[src/rtl/mbl_msg_arb.sv]
// Round-robin arbiter for the mbl request port: holds a grant for a whole message, tags beats with the
// requester index and routes responses back by tag. Build macro MBL_ARB_TIMEOUT_EN adds a stall watchdog.
module mbl_msg_arb #(
   parameter int NUM_REQ     = 4,
   parameter int DATA_W      = 32,
   parameter int ID_W        = 3,
   parameter int TIMEOUT_CYC = 16
) (
   input  logic                      clk,
   input  logic                      reset,
   input  logic [NUM_REQ-1:0]        s_valid,
   output logic [NUM_REQ-1:0]        s_ready,
   input  logic [NUM_REQ*DATA_W-1:0] s_data,
   input  logic [NUM_REQ-1:0]        s_last,
   output logic                      m_valid,
   input  logic                      m_ready,
   output logic [DATA_W-1:0]         m_data,
   output logic                      m_last,
   output logic [ID_W-1:0]           m_id,
   input  logic                      r_valid,
   output logic                      r_ready,
   input  logic [DATA_W-1:0]         r_data,
   input  logic [ID_W-1:0]           r_id,
   output logic [NUM_REQ-1:0]        s_r_valid,
   input  logic [NUM_REQ-1:0]        s_r_ready,
   output logic [DATA_W-1:0]         s_r_data,
   output logic                      resp_err,
   output logic                      timeout_err
);

   localparam int GW = (NUM_REQ > 1) ? $clog2(NUM_REQ) : 1;
   localparam logic [GW-1:0] LAST_IDX = GW'(NUM_REQ - 1);

   typedef enum logic [0:0] {
      IDLE = 1'b0,
      BUSY = 1'b1
   } state_t;

   state_t            state_r;
   state_t            state_nxt_s;
   logic [GW-1:0]     grant_r;
   logic [GW-1:0]     grant_nxt_s;
   logic [GW-1:0]     rr_ptr_r;
   logic [GW-1:0]     rr_ptr_nxt_s;
   logic [GW-1:0]     grant_inc_s;
   logic [GW:0]       idle_srch_s;
   logic [GW:0]       rearb_srch_s;
   logic              sel_valid_s;
   logic              sel_last_s;
   logic [DATA_W-1:0] sel_data_s;
   logic              beat_acc_s;
   logic              last_acc_s;
   logic              to_hit_s;
   logic              rid_ok_s;
   logic              resp_err_r;
   logic              timeout_err_r;

   // Returns {hit, index}: first set bit of req among span entries starting at start, wrapping.
   function automatic logic [GW:0] rr_search(input logic [NUM_REQ-1:0] req,
                                             input logic [GW-1:0]      start,
                                             input int                 span);
      logic [GW:0] res;
      int          idx;
      res = {(GW+1){1'b0}};
      for (int k = NUM_REQ - 1; k >= 0; k--) begin
         idx = (int'(start) + k) % NUM_REQ;
         if ((k < span) && req[idx]) begin
            res = {1'b1, GW'(idx)};
         end
      end
      return res;
   endfunction

   assign grant_inc_s  = (grant_r == LAST_IDX) ? {GW{1'b0}} : (grant_r + GW'(1));
   assign idle_srch_s  = rr_search(s_valid, rr_ptr_r, NUM_REQ);
   // Re-arbitration skips the current owner by searching only the other NUM_REQ-1 slots.
   assign rearb_srch_s = rr_search(s_valid, grant_inc_s, NUM_REQ - 1);

   assign sel_valid_s = s_valid[grant_r];
   assign sel_last_s  = s_last[grant_r];
   assign sel_data_s  = s_data[int'(grant_r)*DATA_W +: DATA_W];
   assign beat_acc_s  = (state_r == BUSY) && sel_valid_s && m_ready;
   assign last_acc_s  = beat_acc_s && sel_last_s;

   // Next-state, grant and round-robin pointer selection
   always_comb begin
      state_nxt_s  = state_r;
      grant_nxt_s  = grant_r;
      rr_ptr_nxt_s = rr_ptr_r;
      case (state_r)
         IDLE: begin
            if (idle_srch_s[GW]) begin
               state_nxt_s = BUSY;
               grant_nxt_s = idle_srch_s[GW-1:0];
            end else begin
               state_nxt_s = IDLE;
            end
         end
         BUSY: begin
            if (last_acc_s) begin
               rr_ptr_nxt_s = grant_inc_s;
               if (rearb_srch_s[GW]) begin
                  state_nxt_s = BUSY;
                  grant_nxt_s = rearb_srch_s[GW-1:0];
               end else begin
                  state_nxt_s = IDLE;
               end
            end else if (to_hit_s) begin
               rr_ptr_nxt_s = grant_inc_s;
               state_nxt_s  = IDLE;
            end else begin
               state_nxt_s = BUSY;
            end
         end
         default: begin
            state_nxt_s = IDLE;
         end
      endcase
   end

   // Arbiter state register
   always_ff @(posedge clk) begin
      if (reset) begin
         state_r  <= IDLE;
         grant_r  <= {GW{1'b0}};
         rr_ptr_r <= {GW{1'b0}};
      end else begin
         state_r  <= state_nxt_s;
         grant_r  <= grant_nxt_s;
         rr_ptr_r <= rr_ptr_nxt_s;
      end
   end

   // Outbound mux: only the granted requester sees the downstream ready
   always_comb begin
      m_valid = 1'b0;
      m_data  = {DATA_W{1'b0}};
      m_last  = 1'b0;
      m_id    = {ID_W{1'b0}};
      s_ready = {NUM_REQ{1'b0}};
      if (state_r == BUSY) begin
         m_valid          = sel_valid_s;
         m_data           = sel_data_s;
         m_last           = sel_last_s;
         m_id             = ID_W'(grant_r);
         s_ready[grant_r] = m_ready;
      end else begin
         m_valid = 1'b0;
      end
   end

   // Response demux by tag; out-of-range tags are swallowed
   always_comb begin
      rid_ok_s  = (int'(r_id) < NUM_REQ);
      s_r_valid = {NUM_REQ{1'b0}};
      r_ready   = 1'b1;
      for (int i = 0; i < NUM_REQ; i++) begin
         if (rid_ok_s && (int'(r_id) == i)) begin
            s_r_valid[i] = r_valid;
            r_ready      = s_r_ready[i];
         end else begin
            s_r_valid[i] = 1'b0;
         end
      end
   end

   assign s_r_data = r_data;

`ifdef MBL_ARB_TIMEOUT_EN
   localparam int CNT_W = $clog2(TIMEOUT_CYC + 1);

   logic [CNT_W-1:0] stall_cnt_r;
   logic [CNT_W-1:0] stall_cnt_nxt_s;

   // Watchdog: counts granted cycles without a valid beat, cleared by any accepted beat
   always_comb begin
      stall_cnt_nxt_s = stall_cnt_r;
      to_hit_s        = 1'b0;
      if (state_r != BUSY) begin
         stall_cnt_nxt_s = {CNT_W{1'b0}};
      end else if (!sel_valid_s) begin
         if (stall_cnt_r == CNT_W'(TIMEOUT_CYC - 1)) begin
            to_hit_s        = 1'b1;
            stall_cnt_nxt_s = {CNT_W{1'b0}};
         end else begin
            stall_cnt_nxt_s = stall_cnt_r + CNT_W'(1);
         end
      end else if (m_ready) begin
         stall_cnt_nxt_s = {CNT_W{1'b0}};
      end else begin
         stall_cnt_nxt_s = stall_cnt_r;
      end
   end

   // Watchdog counter register
   always_ff @(posedge clk) begin
      if (reset) begin
         stall_cnt_r <= {CNT_W{1'b0}};
      end else begin
         stall_cnt_r <= stall_cnt_nxt_s;
      end
   end
`else
   // Watchdog absent: the expression is constant 0 and only keeps the parameter referenced.
   assign to_hit_s = 1'b0 & (TIMEOUT_CYC == 0);
`endif

   // Registered error pulses
   always_ff @(posedge clk) begin
      if (reset) begin
         resp_err_r    <= 1'b0;
         timeout_err_r <= 1'b0;
      end else begin
         resp_err_r    <= r_valid && !rid_ok_s;
         timeout_err_r <= to_hit_s;
      end
   end

   assign resp_err    = resp_err_r;
   assign timeout_err = timeout_err_r;

endmodule

[config.mk]
export PLATFORM = sky130hd
export DESIGN_NAME = mbl_msg_arb
export DESIGN_NICKNAME = d
export VERILOG_FILES = /design/src/rtl/mbl_msg_arb.sv
export SDC_FILE = /design/constraint.sdc
export NUM_CORES = 1
export LEC_CHECK = 0
export CAP_MARGIN = 20
export CELL_PAD_IN_SITES_DETAIL_PLACEMENT = 1
export CELL_PAD_IN_SITES_GLOBAL_PLACEMENT = 1
export CORE_MARGIN = 2
export CORE_UTILIZATION = 16
export CTS_CLUSTER_DIAMETER = 80
export DETAILED_ROUTE_END_ITERATION = 16
export HOLD_SLACK_MARGIN = 0.1
export PLACE_DENSITY = 0.8
export SYNTH_ARGS = -nofsm -noshare
export SYNTH_HDL_FRONTEND = slang
export SYNTH_SLANG_ARGS = --single-unit
[constraint.sdc]
create_clock -name clk -period 3.8 [get_ports clk]
set_input_delay 0.76 -clock clk [delete_from_list [all_inputs] [get_ports clk]]
set_output_delay 0.76 -clock clk [all_outputs]
set_load 0.02 [all_outputs]
### Word level (Yosys, flattened, before mapping)

Index checks and enable logic that the tools add are counted.

* register bits after elaboration: 6
* input port bits: 179
* output and inout bits: 80
* logic and storage cells: 107

* add/sub/neg operators: 6
* $lt $le $gt $ge: 10
* equality and inequality tests: 7
* shift-type cells: 1
* muxes and demuxes: 54
* bitwise gates (word level): 7
* reduce and logical (&&, ||, !) cells: 18

Operators with widths (count)
* variable part select 128 x 8 -> 32 bit: 1
* 2-to-1 mux 32 bit: 1
* 2-to-1 mux 1 bit: 28
* 2-to-1 mux 3 bit: 7
* < comparator 3 x 4 -> 1 bit, second input constant: 5
* binary-select mux 1 bit (select 2 bit): 9
* 2-to-1 mux 2 bit: 5
* OR reduction 2 bit: 5
* logical AND 1 bit: 9
* < comparator 2 x 3 -> 1 bit, second input constant: 3
* adder 2 x 1 -> 2 bit, second input constant: 3
* adder 2 bit, second input constant: 3
* equality test 3 bit, second input constant: 2
* bitwise AND 1 bit, first input constant: 5
* bitwise AND 4 bit: 1
* 2-to-1 mux 4 bit: 1
* inequality test 2 x 1 -> 1 bit, second input constant: 2
* case mux 2 bit (2 select lines): 1
* equality test 3 x 2 -> 1 bit, second input constant: 1
* zero test 3 bit: 1
* < comparator 3 bit, second input constant: 1
* AND reduction 3 bit: 1
* demux 1 bit (select 2 bit): 1
* equality test 2 bit, second input constant: 1
* other kinds (6): 6

### Logic depth before layout (Yosys ltp)

Gate-level depths: netlist of run 1.

* depth in word-level cells: 14
* mapped depth: 11
* mapped depth without buffers: 7

### Least setup slack after synthesis of run 1

Ideal clock, no wire load.

* path type: register to register
* start: register grant_r[0]
* end: register grant_r[0]
* setup time: 95 ps
* arrival time: 2534 ps
* required time: 3705 ps
* slack: 1171 ps
* stages on the path, launching flop included: 11
* path buffers: 4
* period minus slack after synthesis: 2629 ps
* path through: dfxtp_1 -> buf_6 -> buf_6 -> buf_2 -> inv_1 -> ha_1 -> buf_2 -> or4_1 -> a31oi_1 -> o22ai_1 -> a221oi_1

* longest elaborated chain between the ends: 12
* elaborated cells between the ends (all ways): 29
* those cells by class: add/sub (3); eq/ne (3); mux (19); reduce/logical (4)

Ends and longest elaborated chain
* start, declared: RTL line 41 `logic [GW-1:0] grant_r;`
* start signal, assigned: RTL line 125 `grant_r <= {GW{1'b0}};`
* start signal, assigned: RTL line 129 `grant_r <= grant_nxt_s;`
* adder 2 x 1 -> 2 bit or equality test 2 bit (tied branches): RTL line 74 `assign grant_inc_s = (grant_r == LAST_IDX) ? {GW{1'b0}} : (grant_r + GW'(1));`
* 2-to-1 mux 2 bit *: RTL line 74
* named net grant_inc_s[1]: RTL line 45 `logic [GW-1:0] grant_inc_s;`
* adder 2 bit: RTL line 66 `idx = (int'(start) + k) % NUM_REQ;`
* binary-select mux 1 bit (select 2 bit): RTL line 67 `if ((k < span) && req[idx]) begin`
* 2-to-1 mux 1 bit (not written as such) (2 in series): RTL line 67
* 2-to-1 mux 3 bit (2 in series): RTL line 67
* 2-to-1 mux 3 bit *: RTL line 67
* 2-to-1 mux 2 bit: RTL line 102 `if (rearb_srch_s[GW]) begin`
* 2-to-1 mux 2 bit: RTL line 100 `if (last_acc_s) begin`
* case mux 2 bit (2 select lines): RTL line 90 `case (state_r)`

Mark *: on every way through the listed nets, which the timed path passes. The rest lies on a longest branch. The select of a mux whose other input is x is not followed.
A chain may end at the register's enable or synchronous reset.

### Final worst setup path of run 1

* start: input port r_id[0]
* end: output port r_ready

* longest elaborated chain between the ends: 6
* elaborated cells between the ends (all ways): 13
* those cells by class: order compare (1); eq/ne (3); mux (4); reduce/logical (5)

Ends and longest elaborated chain
* start, declared: RTL line 23 `input logic [ID_W-1:0] r_id,`
* < comparator 3 bit or zero test 3 bit (tied branches): RTL line 154, 158
* logical AND 1 bit: RTL line 158 `if (rid_ok_s && (int'(r_id) == i)) begin`
* 2-to-1 mux 1 bit (3 in series): RTL line 158
* 2-to-1 mux 1 bit *: RTL line 158
* end, declared: RTL line 21 `output logic r_ready,`

Mark *: on every way between the ends. The rest lies on a longest branch, timed or not.

==> flow_summary.ini, run 1 <==
[routing]
first_iter_violations = 137
drcViolationCount = 0
dr.pass1.iters = 4
drt-total-wl_mm = 9.39
post_drt_wl_per_cell_um = 18.9
via_per_inst = 4.49
vias = 2236
drtAntennaViolNets = 0

[setup_path]
crit_path_start_kind = primary input
cp.arrival_ns = 2.69
cp-end-kind = output pin
worstSetupPathType = in -> out
critPathRequiredTime_ns = 3.04
crit_fanout = 5

[clock_tree]
clock-sinks = 6
cts_tree = done
cts_buffer_depth = 2
h-tree-depth = 1
numCtsBuffers = 3
post_cts_resized = 0
insertion_delay_ns = 0.23
cts_hold_buf = 0
cts.clk_slew.worst_paths_ns = 0.03
postCtsSetupBuffers = 0
cts_root_buf = clkbuf_16

[timing]
finalCritPeriodShare_pct = 90.8
maxSlewHeadroom_pct = 36.0
period_minus_slack_ns = 3.45
worst_pin_slew_ns = 0.959
tns_ns = 0
finalSetupViolCount = 0
fmax_ghz = 0.290
clock_skew_ns = 0.00510
timing_hold_violations_final = 0
final_max_slew_viol_count = 0
rsz0062_at_grt = no

[pwr]
peakVddDrop_mv = 0.123
powerDensity_nw_per_um2 = 208
power.total_uw = 793
power.leakage_uw = 0.00134

[die]
die_w_um = 114
row_count = 40
dieArea_um2 = 13000
coreArea_um2 = 11900
start_util_pct = 16.2
die_y_um = 114
ios = 259

[global_route]
grt_start_max_net_pins = 27
grt_remaining_overflow = 0
grt_first_pass_wirelength_mm = 13.4
antenna_found_initial = 0
first_global_vias = 2352
grt_use_total_pct = 13.2

[finish]
syn_to_final_growth_pct = 97.5
antenna_cells = 0
drive_above_1_share_pct = 13.7
layout_common_cells = clkdlybuf4s50_1 (192), mux4_2 (35), and2_1 (34)
fin_nets = 536
final_common_cell = clkdlybuf4s50_1

[placed_design]
numPortBuffers = 192
post-dp-hpwl_mm = 8.15
place.gp.congestion = 0.855

[yosys]
synth_seq_cells = 6
synth_seq_area_share_pct = 6.22
synth_warnings = 0
ys_types = 39
syn_inst = 199
synth.avg_cell_area_um2 = 9.71
netlist_area_um2 = 1930

[worst_hold_path]
hold_path.class = reg -> reg

[run_status]
status = finished clean

[job]
max_cap_viol_count = 0
-- cells in the mapped netlist --
library cell | n | area (um2)
mux4_2 | 35 | 788
a21oi_1 | 6 | 30.0
nor2_2 | 1 | 6.26
a32o_1 | 1 | 10.0
a211o_1 | 1 | 8.76
buf_6 | 3 | 33.8
ha_1 | 4 | 50.1
nor4_1 | 1 | 6.26
and3_1 | 6 | 37.5
o211ai_1 | 1 | 7.51
nand2_1 | 4 | 15.0
a221oi_1 | 2 | 17.5
nand4_1 | 1 | 6.26
clkbuf_2 | 1 | 5.00
a211oi_1 | 1 | 7.51
o21ai_0 | 4 | 20.0
or4_1 | 1 | 7.51
nor2_1 | 8 | 30.0
inv_1 | 11 | 41.3
o22ai_1 | 3 | 18.8
or2_2 | 1 | 6.26
nor3b_1 | 1 | 7.51
nor3_1 | 3 | 15.0
o311a_1 | 1 | 10.0
a21boi_0 | 1 | 7.51
o21a_1 | 2 | 15.0
dfxtp_1 | 6 | 120
maj3_1 | 2 | 20.0
o311ai_0 | 1 | 8.76
and2_1 | 34 | 213
nor2b_1 | 1 | 6.26
nand4_4 | 1 | 21.3
a221o_1 | 1 | 10.0
a31oi_1 | 2 | 12.5
buf_4 | 34 | 255
conb_1 | 1 | 3.75
buf_2 | 4 | 20.0
clkbuf_1 | 7 | 26.3
or2_1 | 1 | 6.26
-- area by class of cell --
cell class | count | area (um2)
tap | 147 | 184
sequential | 6 | 123
multi-input combinational | 134 | 1430
fill | 1356 | 8100
clock buffer | 3 | 75.1
timing repair buffer | 197 | 1960
inverter | 11 | 41.3
-- path summary, 6_finish.rpt --
check	to	start	cells after the start	slack (ns)
setup reg to reg	grant_r[0]	grant_r[1]	6	1.07
setup / recovery	r_ready	r_id[0]	4	0.35
hold / removal	rr_ptr_r[1]	rr_ptr_r[1]	2	0.56
hold reg to reg	rr_ptr_r[1]	rr_ptr_r[1]	2	0.56
-- state kept, by name (all words and copies together), names as in the netlist --
name	count
grant_r	2
resp_err	1
rr_ptr_r	2
state_r	1
-- logic make-up after synthesis --
| kind of cell | after synthesis | share of synthesized area, % |
|---|---|---|
| fa+ha+maj | 6 | 3.63 |
| compound gates | 27 | 9.52 |
| other cells | 1 | 0.194 |
| buf+inv | 60 | 19.8 |
| mux | 35 | 40.8 |
| flops | 6 | 6.22 |
| simple gates | 64 | 19.9 |
-- stage by stage --
step	setup slack (ns)	util, %	cells	hold slack, ns	cell area [um2]
floorplan	1.17	-	200	0.490	1940
finish	0.349	32.0	498	0.564	3820
global route	0.288	32.0	498	0.592	3820
detailed placement	0.349	31.4	495	0.553	3740
global placement	0.402	31.4	495	0.539	3740
CTS	0.340	32.0	498	0.557	3820
-- layer usage --
layer	share of wire [%]	vias up	track usage (%)	wire length [um]
met5	0	-	0	0
met4	1.8	0	3.25	166
met3	9.6	12	3.29	898
met2	53	131	26.5	5020
met1	35	1076	13.6	3300
li1	-	1017	-	-
-- power breakdown --
part / internal [uW] / switching, uW
Sequential: 68.2 / 17.8
Combinational: 334 / 202
Clock: 135 / 35.3
-- worst max-delay path, cell delays in order --
cell             delay [ns]
clkdlybuf4s50_1        0.56
mux4_2                 0.51
or2_2                  0.30
clkdlybuf4s50_1        0.55
Power figures use the tool's default switching activity.
==> run 2: changes to the inputs <==
--- a/config.mk
+++ b/config.mk
@@ -10,7 +10,7 @@
 export CELL_PAD_IN_SITES_GLOBAL_PLACEMENT = 1
 export CORE_MARGIN = 2
 export CORE_UTILIZATION = 16
-export CTS_CLUSTER_DIAMETER = 80
+export CTS_CLUSTER_DIAMETER = 60
 export DETAILED_ROUTE_END_ITERATION = 16
 export HOLD_SLACK_MARGIN = 0.1
 export PLACE_DENSITY = 0.8
==> results of run 2 <==
Final layout, timing and power as in run 1 (identical DEF).
==> run 3: changes to the inputs <==
--- a/config.mk
+++ b/config.mk
@@ -8,12 +8,14 @@
 export CAP_MARGIN = 20
 export CELL_PAD_IN_SITES_DETAIL_PLACEMENT = 1
 export CELL_PAD_IN_SITES_GLOBAL_PLACEMENT = 1
-export CORE_MARGIN = 2
-export CORE_UTILIZATION = 16
+export CORE_AREA = 2 2 101 103
 export CTS_CLUSTER_DIAMETER = 60
 export DETAILED_ROUTE_END_ITERATION = 16
+export DIE_AREA = 0 0 103 105
+export DONT_BUFFER_PORTS = 1
 export HOLD_SLACK_MARGIN = 0.1
-export PLACE_DENSITY = 0.8
+export PLACE_DENSITY = 0.42
+export SKIP_LAST_GASP = 1
 export SYNTH_ARGS = -nofsm -noshare
 export SYNTH_HDL_FRONTEND = slang
 export SYNTH_SLANG_ARGS = --single-unit
==> run 3 against run 2 <==
Against the previous run: global-route usage shrank 1.4 points; critical endpoint is now m_valid; clock-buffer cell count is the same; combinational power shrank 46%; maximum frequency grew 22%; register-to-register slack is essentially flat; clock power shrank 41%; critical path depth shrank 1; hold slack lost 0.0099 ns; worst setup slack gained 0.63 ns.
==> flow_summary.ini, run 3 (synthesized netlist as in run 1, its figures left out) <==
[global_route]
first_global_vias = 1551
grt_start_max_net_pins = 40
grt_remaining_overflow = 0
antenna_found_initial = 1
grt_use_total_pct = 11.9
grt_first_pass_wirelength_mm = 9.62

[routing]
via_per_inst = 5.04
post_drt_wl_per_cell_um = 24.3
drcViolationCount = 0
dr.pass1.iters = 4
vias = 1471
first_iter_violations = 60
drtAntennaViolNets = 0
drt-total-wl_mm = 7.09

[setup_path]
r2r_slack_ns = 1.08
worstSetupPathType = reg -> out
critPathRequiredTime_ns = 3.04
crit_fanout = 21
crit_path_start_kind = flip-flop
cp.arrival_ns = 2.06
reg2reg_from = grant_r[1]
r2r-end = grant_r[0]
cp-end-kind = output pin
r2r.worst_path.cells = 7

[run_status]
status = finished clean

[clock_tree]
insertion_delay_ns = 0.23
h-tree-depth = 1
post_cts_resized = 0
cts_tree = done
cts_hold_buf = 0
numCtsBuffers = 3
clock-sinks = 6
postCtsSetupBuffers = 0
cts_buffer_depth = 2
cts_root_buf = clkbuf_8
cts.clk_slew.worst_paths_ns = 0.04

[timing]
period_minus_slack_ns = 2.82
finalCritPeriodShare_pct = 74.2
rsz0062_at_grt = no
timing_hold_violations_final = 0
tns_ns = 0
clock_skew_ns = 0.00612
finalSetupViolCount = 0
maxSlewHeadroom_pct = 56.5
final_max_slew_viol_count = 0
holdWs_ns = 0.554
fmax_ghz = 0.355
worst_pin_slew_ns = 0.650

[finish]
layout.cells.non_filler = 292
fill_cells = 1136
design_area_um2 = 1840
top_regs = grant_r: 2 flops, rr_ptr_r: 2 flops
layout_common_cells = mux4_2 (35), and2_1 (34), inv_1 (11)
syn_to_final_growth_pct = -4.86
final_common_cell = mux4_2
fin_nets = 343
drive_above_1_share_pct = 29.7

[die]
start_util_pct = 20.0
coreArea_um2 = 9640
row_count = 36
dieArea_um2 = 10800
die_w_um = 103
die_y_um = 105
ios = 259

[placed_design]
post-dp-hpwl_mm = 6.06
numPortBuffers = 0
postPlaceCellArea_um2 = 1790
dpl.cell_count = 288
place.gp.congestion = 0.737

[pwr]
power.total_uw = 472
power.leakage_uw = 0.000584
peakVddDrop_mv = 0.0819
powerDensity_nw_per_um2 = 257

[worst_hold_path]
min_from = rr_ptr_r[1]
hold_path.class = reg -> reg
hold_path_depth = 2
worstHoldEndpoint = rr_ptr_r[1]

[job]
max_cap_viol_count = 0
run 3: per-layer routing:
metal  track usage [%]  vias up  routed length (um)
met1              12.4      726                2390
met3              4.41       10                 829
met5                 0        -                   0
met4              2.54        0                  42
li1                  -      628                   -
met2              22.0      107                3830
run 3: area by class of cell:
type	instances	area (um2)	share of cell area, %
Clock buffer	3	41.3	2.25
Inverter	11	41.3	2.25
Sequential cell	6	123	6.67
Tap cell	133	166	9.05
Timing Repair Buffer	4	30.0	1.63
Antenna cell	1	2.50	0.136
Multi-Input combinational cell	134	1430	78.0
run 3: how the worst max path moves through the flow:
stage | from | end | slack, ns | cells past startpoint
after floorplan | grant_r[0] | grant_r[0] | 1.17 | 10
after global placement | grant_r[1] | grant_r[0] | 1.13 | 7
after detailed placement | grant_r[1] | grant_r[0] | 1.06 | 7
after CTS | grant_r[1] | m_valid | 0.96 | 3
after global routing | grant_r[1] | grant_r[0] | 0.86 | 7
final | grant_r[1] | m_valid | 0.98 | 3
run 3: critical path, stage by stage, from the launching register on:
cell,delay [ns]
dfxtp_2,0.62
buf_4,0.35
mux4_2,0.59
and2_1,0.26
run 3: report_power, final:
group,internal [uW],switching [uW],total [uW]
clock,68.5,32.0,101
sequential,68.1,13.6,81.7
combinational,133,157,289
total,269,202,472
run 3: metrics by stage:
stage          worst slack (ns)  utilization [%]
2_1_floorplan              1.17                -
3_3_place_gp               1.13             18.6
3_5_place_dp               1.06             18.6
4_1_cts                   0.959             19.0
5_1_grt                   0.862             19.1
6_report                  0.982             19.1
==> variant 1 (flow settings as in run 1) <==
Add a define of `MBL_ARB_TIMEOUT_EN`.
--- a/src/rtl/mbl_msg_arb.sv
+++ b/src/rtl/mbl_msg_arb.sv
@@ -1,5 +1,7 @@
 // Round-robin arbiter for the mbl request port: holds a grant for a whole message, tags beats with the
 // requester index and routes responses back by tag. Build macro MBL_ARB_TIMEOUT_EN adds a stall watchdog.
+`define MBL_ARB_TIMEOUT_EN
+
 module mbl_msg_arb #(
    parameter int NUM_REQ     = 4,
    parameter int DATA_W      = 32,
Function: no difference found for any inputs over 4 cycles, from zero or initial values and one cycle with reset high; that may be too few to reach the edited logic, so the function may still have changed.
==> variant 1 against run 1 <==
Setup slack better by 0.020 ns; total power is 16% higher; critical endpoint unchanged; sequential cell count up 6; count of clock-buffer cells in the layout increased by 1; largest power group unchanged; cell area is 9.9% higher; highest routed layer unchanged; synthesized cell count up 14%; routed wire length increased by 7.0%; non-clock buffer count grew 4; clock power is 25% higher; synthesized area up 15%; largest cell class unchanged; first-iteration DRC count decreased by 47%; clock skew fell by 0.0031 ns; sequential share of layout area increased by 2.6 points.
==> variant 1: results (changes against run 1) <==
share of synthesized cell area in full adder, half adder and majority cells 2.82% (-0.81 points); combined global-route utilization of all metal layers 12.8% (-0.42 points); layout clock buffer count 4 (+1); multi-input gate area in the final layout 1590 um^2 (+11%); post-layout worst setup margin 0.369 ns (+0.0204 ns); ratio of routed vias to standard cells 4.43 (-1.3%); wire length on met3 846 um (-5.8%); sequential share of cell area 5.79% (+2.6 points); slew at the pin closest to its max-slew limit 0.698 ns (-0.261 ns); met1 wire length 3720 um (+13%); number of DRC markers in iteration 0 72 (-47%); placed wire-length estimate 8520 um (+4.5%); portion of netlist area occupied by mux cells 36.9% (-3.9 points); Worst path max stage delay 0.58 ns (+0.02 ns); clock power share 23.1% (+1.6 points); number of global-route vias before repair 2629 (+12%); number of cells on the worst reg-to-reg path 8 (+2); top cells by area, synth sky130_fd_sc_hd__mux4_2, sky130_fd_sc_hd__buf_4, sky130_fd_sc_hd__dfxtp_1; GR Layer Usage met1 14.2% (+0.66 points); Final Skew 0.00197 ns (-0.00314 ns); clock distribution area overhead in the final layout 2.12% (+0.15 points); synthesized instance count 226 (+14%); unique cell type count in the Yosys netlist 44 (+13%); average wire per cell in the routed design 17.9 um (-4.9%); comb_multi_in 155 (+16%); count of placed standard cells including taps 556 (+12%); met2 capacity usage during global routing 25.1% (-1.4 points); bufs w/o clock 201 (+2.0%); non-clock buffer area fraction after layout 48.1% (-3.2 points); registers with the most flip-flops stall_cnt_r x5, grant_r x2, rr_ptr_r x2; net total in the final layout 565 (+5.4%); Final GP Congestion 0.882 (+3.1%); met2 WL post-DR 5290 um (+5.2%); Layout fillers 1575 (+16%); static power due to leakage 1.48 nW (+11%); outcome finished clean; Post-Route WL 10000 um (+7.0%)
==> variant 1: cell types whose count changed after synthesis, moves of 2 or more <==
cell | run 1 | this run
sky130_fd_sc_hd__o21a_1 | 2 | 0
sky130_fd_sc_hd__dfxtp_1 | 6 | 12
sky130_fd_sc_hd__o22ai_1 | 3 | 1
sky130_fd_sc_hd__mux2i_1 | 0 | 3
sky130_fd_sc_hd__nor2_1 | 8 | 13
sky130_fd_sc_hd__o21ai_2 | 0 | 2
sky130_fd_sc_hd__nand3b_1 | 0 | 2
sky130_fd_sc_hd__or3b_1 | 0 | 2
sky130_fd_sc_hd__inv_1 | 11 | 8
sky130_fd_sc_hd__o21ai_1 | 0 | 2
sky130_fd_sc_hd__buf_6 | 3 | 5
sky130_fd_sc_hd__maj3_1 | 2 | 0
sky130_fd_sc_hd__a21oi_1 | 6 | 9
sky130_fd_sc_hd__nor2b_1 | 1 | 5
==> variant 2 (config.mk and constraints of run 1) <==
Without the edit above. Put one more register stage on the output `resp_err`. The value now appears one clock later. The other outputs are not delayed to match.
--- a/src/rtl/mbl_msg_arb.sv
+++ b/src/rtl/mbl_msg_arb.sv
@@ -216,7 +216,9 @@
       end
    end
 
-   assign resp_err    = resp_err_r;
+   always_ff @(posedge clk) begin
+      resp_err <= resp_err_r;
+   end
    assign timeout_err = timeout_err_r;
 
 endmodule
Function: changed (Yosys sat finds a counterexample within 4 cycles, from zero or initial values and one cycle with reset high).
==> variant 2 against run 1 <==
Synthesized cell count unchanged; worst hold slack got worse by 0.24 ns; count of clock-buffer cells in the layout increased by 1; routed wire length decreased by 2.4%; die area increased by 1.5%; setup slack got worse by 0.047 ns; total power increased by 4.3%; cell area increased by 1.1%; non-clock buffer count increased by 1; synthesized area increased by 1.6%; sequential cell count increased by 1; cell count increased by 0.20%.
==> variant 2: results (changes against run 1) <==
outcome finished clean; number of cells on the worst reg-to-reg path 7 (+1); global-route wire length before repair 13500 um (+0.87%); R2R Setup Slk 0.92 ns (-0.15 ns); maximum number of pins on one net before global-route repair 31 (+15%); placed cell areas 3780 um^2 (+1.0%); share of synthesized cell area in full adder, half adder and majority cells 2.55% (-1.1 points); top cells by area, synth sky130_fd_sc_hd__mux4_2, sky130_fd_sc_hd__buf_4, sky130_fd_sc_hd__and2_1; cell count of the worst hold path 0 (-2); comb_multi_in 138 (+3.0%); Layout fillers 1393 (+2.7%); sequential area share after synthesis 7.14% (+0.93 points); dpl ws 0.389 ns (+0.0401 ns); ratio of routed vias to standard cells 4.48 (-0.20%); Worst Setup SP grant_r[0]; fraction of standard cell area in multi-input logic 38.0% (+0.46 points); compound-cell area share of the yosys netlist 10.7% (+1.1 points); end of the critical path m_data[7]; Sequential cell area 143 um^2 (+16%); Hold EP resp_err; Clk. pwr 0.177 mW (+4%); static power due to leakage 1.35 nW (+0.39%); fraction of layout cells with a size suffix above 1 15.3% (+1.7 points); Data arrival, critical path 2.74 ns (+0.05 ns); layout clock buffer count 4 (+1); clock distribution area overhead in the final layout 2.04% (+0.076 points); synthesized flop and latch total 7 (+1); Hold Slack 0.323 ns (-0.241 ns); maximum vdd drop 0.000182 V (+49%); portion of netlist area occupied by mux cells 40.7% (-0.11 points); worst max-slew margin expressed relative to the limit 39.4% (+3.4 points)
[variant 2: changes by cell type after synthesis, sizes merged, moves of 2 or more]
cell,run 1,this run
inv,11,5
nor3,3,1
a31oi,2,0
o22ai,3,0
a311oi,0,2
nand2b,0,2
nor2b,1,4
nand4,2,0
maj3,2,0
nor2,9,12
a211oi,1,3
buf,41,43
[variant 2: worst max-delay path: stages, from the launching register on]
cell and delay [ns]:
sky130_fd_sc_hd__dfxtp_2 0.91, sky130_fd_sc_hd__buf_4 0.34, sky130_fd_sc_hd__mux4_2 0.52, sky130_fd_sc_hd__and2_1 0.18, sky130_fd_sc_hd__clkdlybuf4s50_1 0.54
[variant 2: layer usage]
layer  wire length, um  global-route usage, %  vias up
met3               804                   3.43        4
met4                81                   1.77        0
li1                  -                      -     1015
met1              3380                   14.5     1072
met2              4900                   26.1      145
met5                 0                      0        -
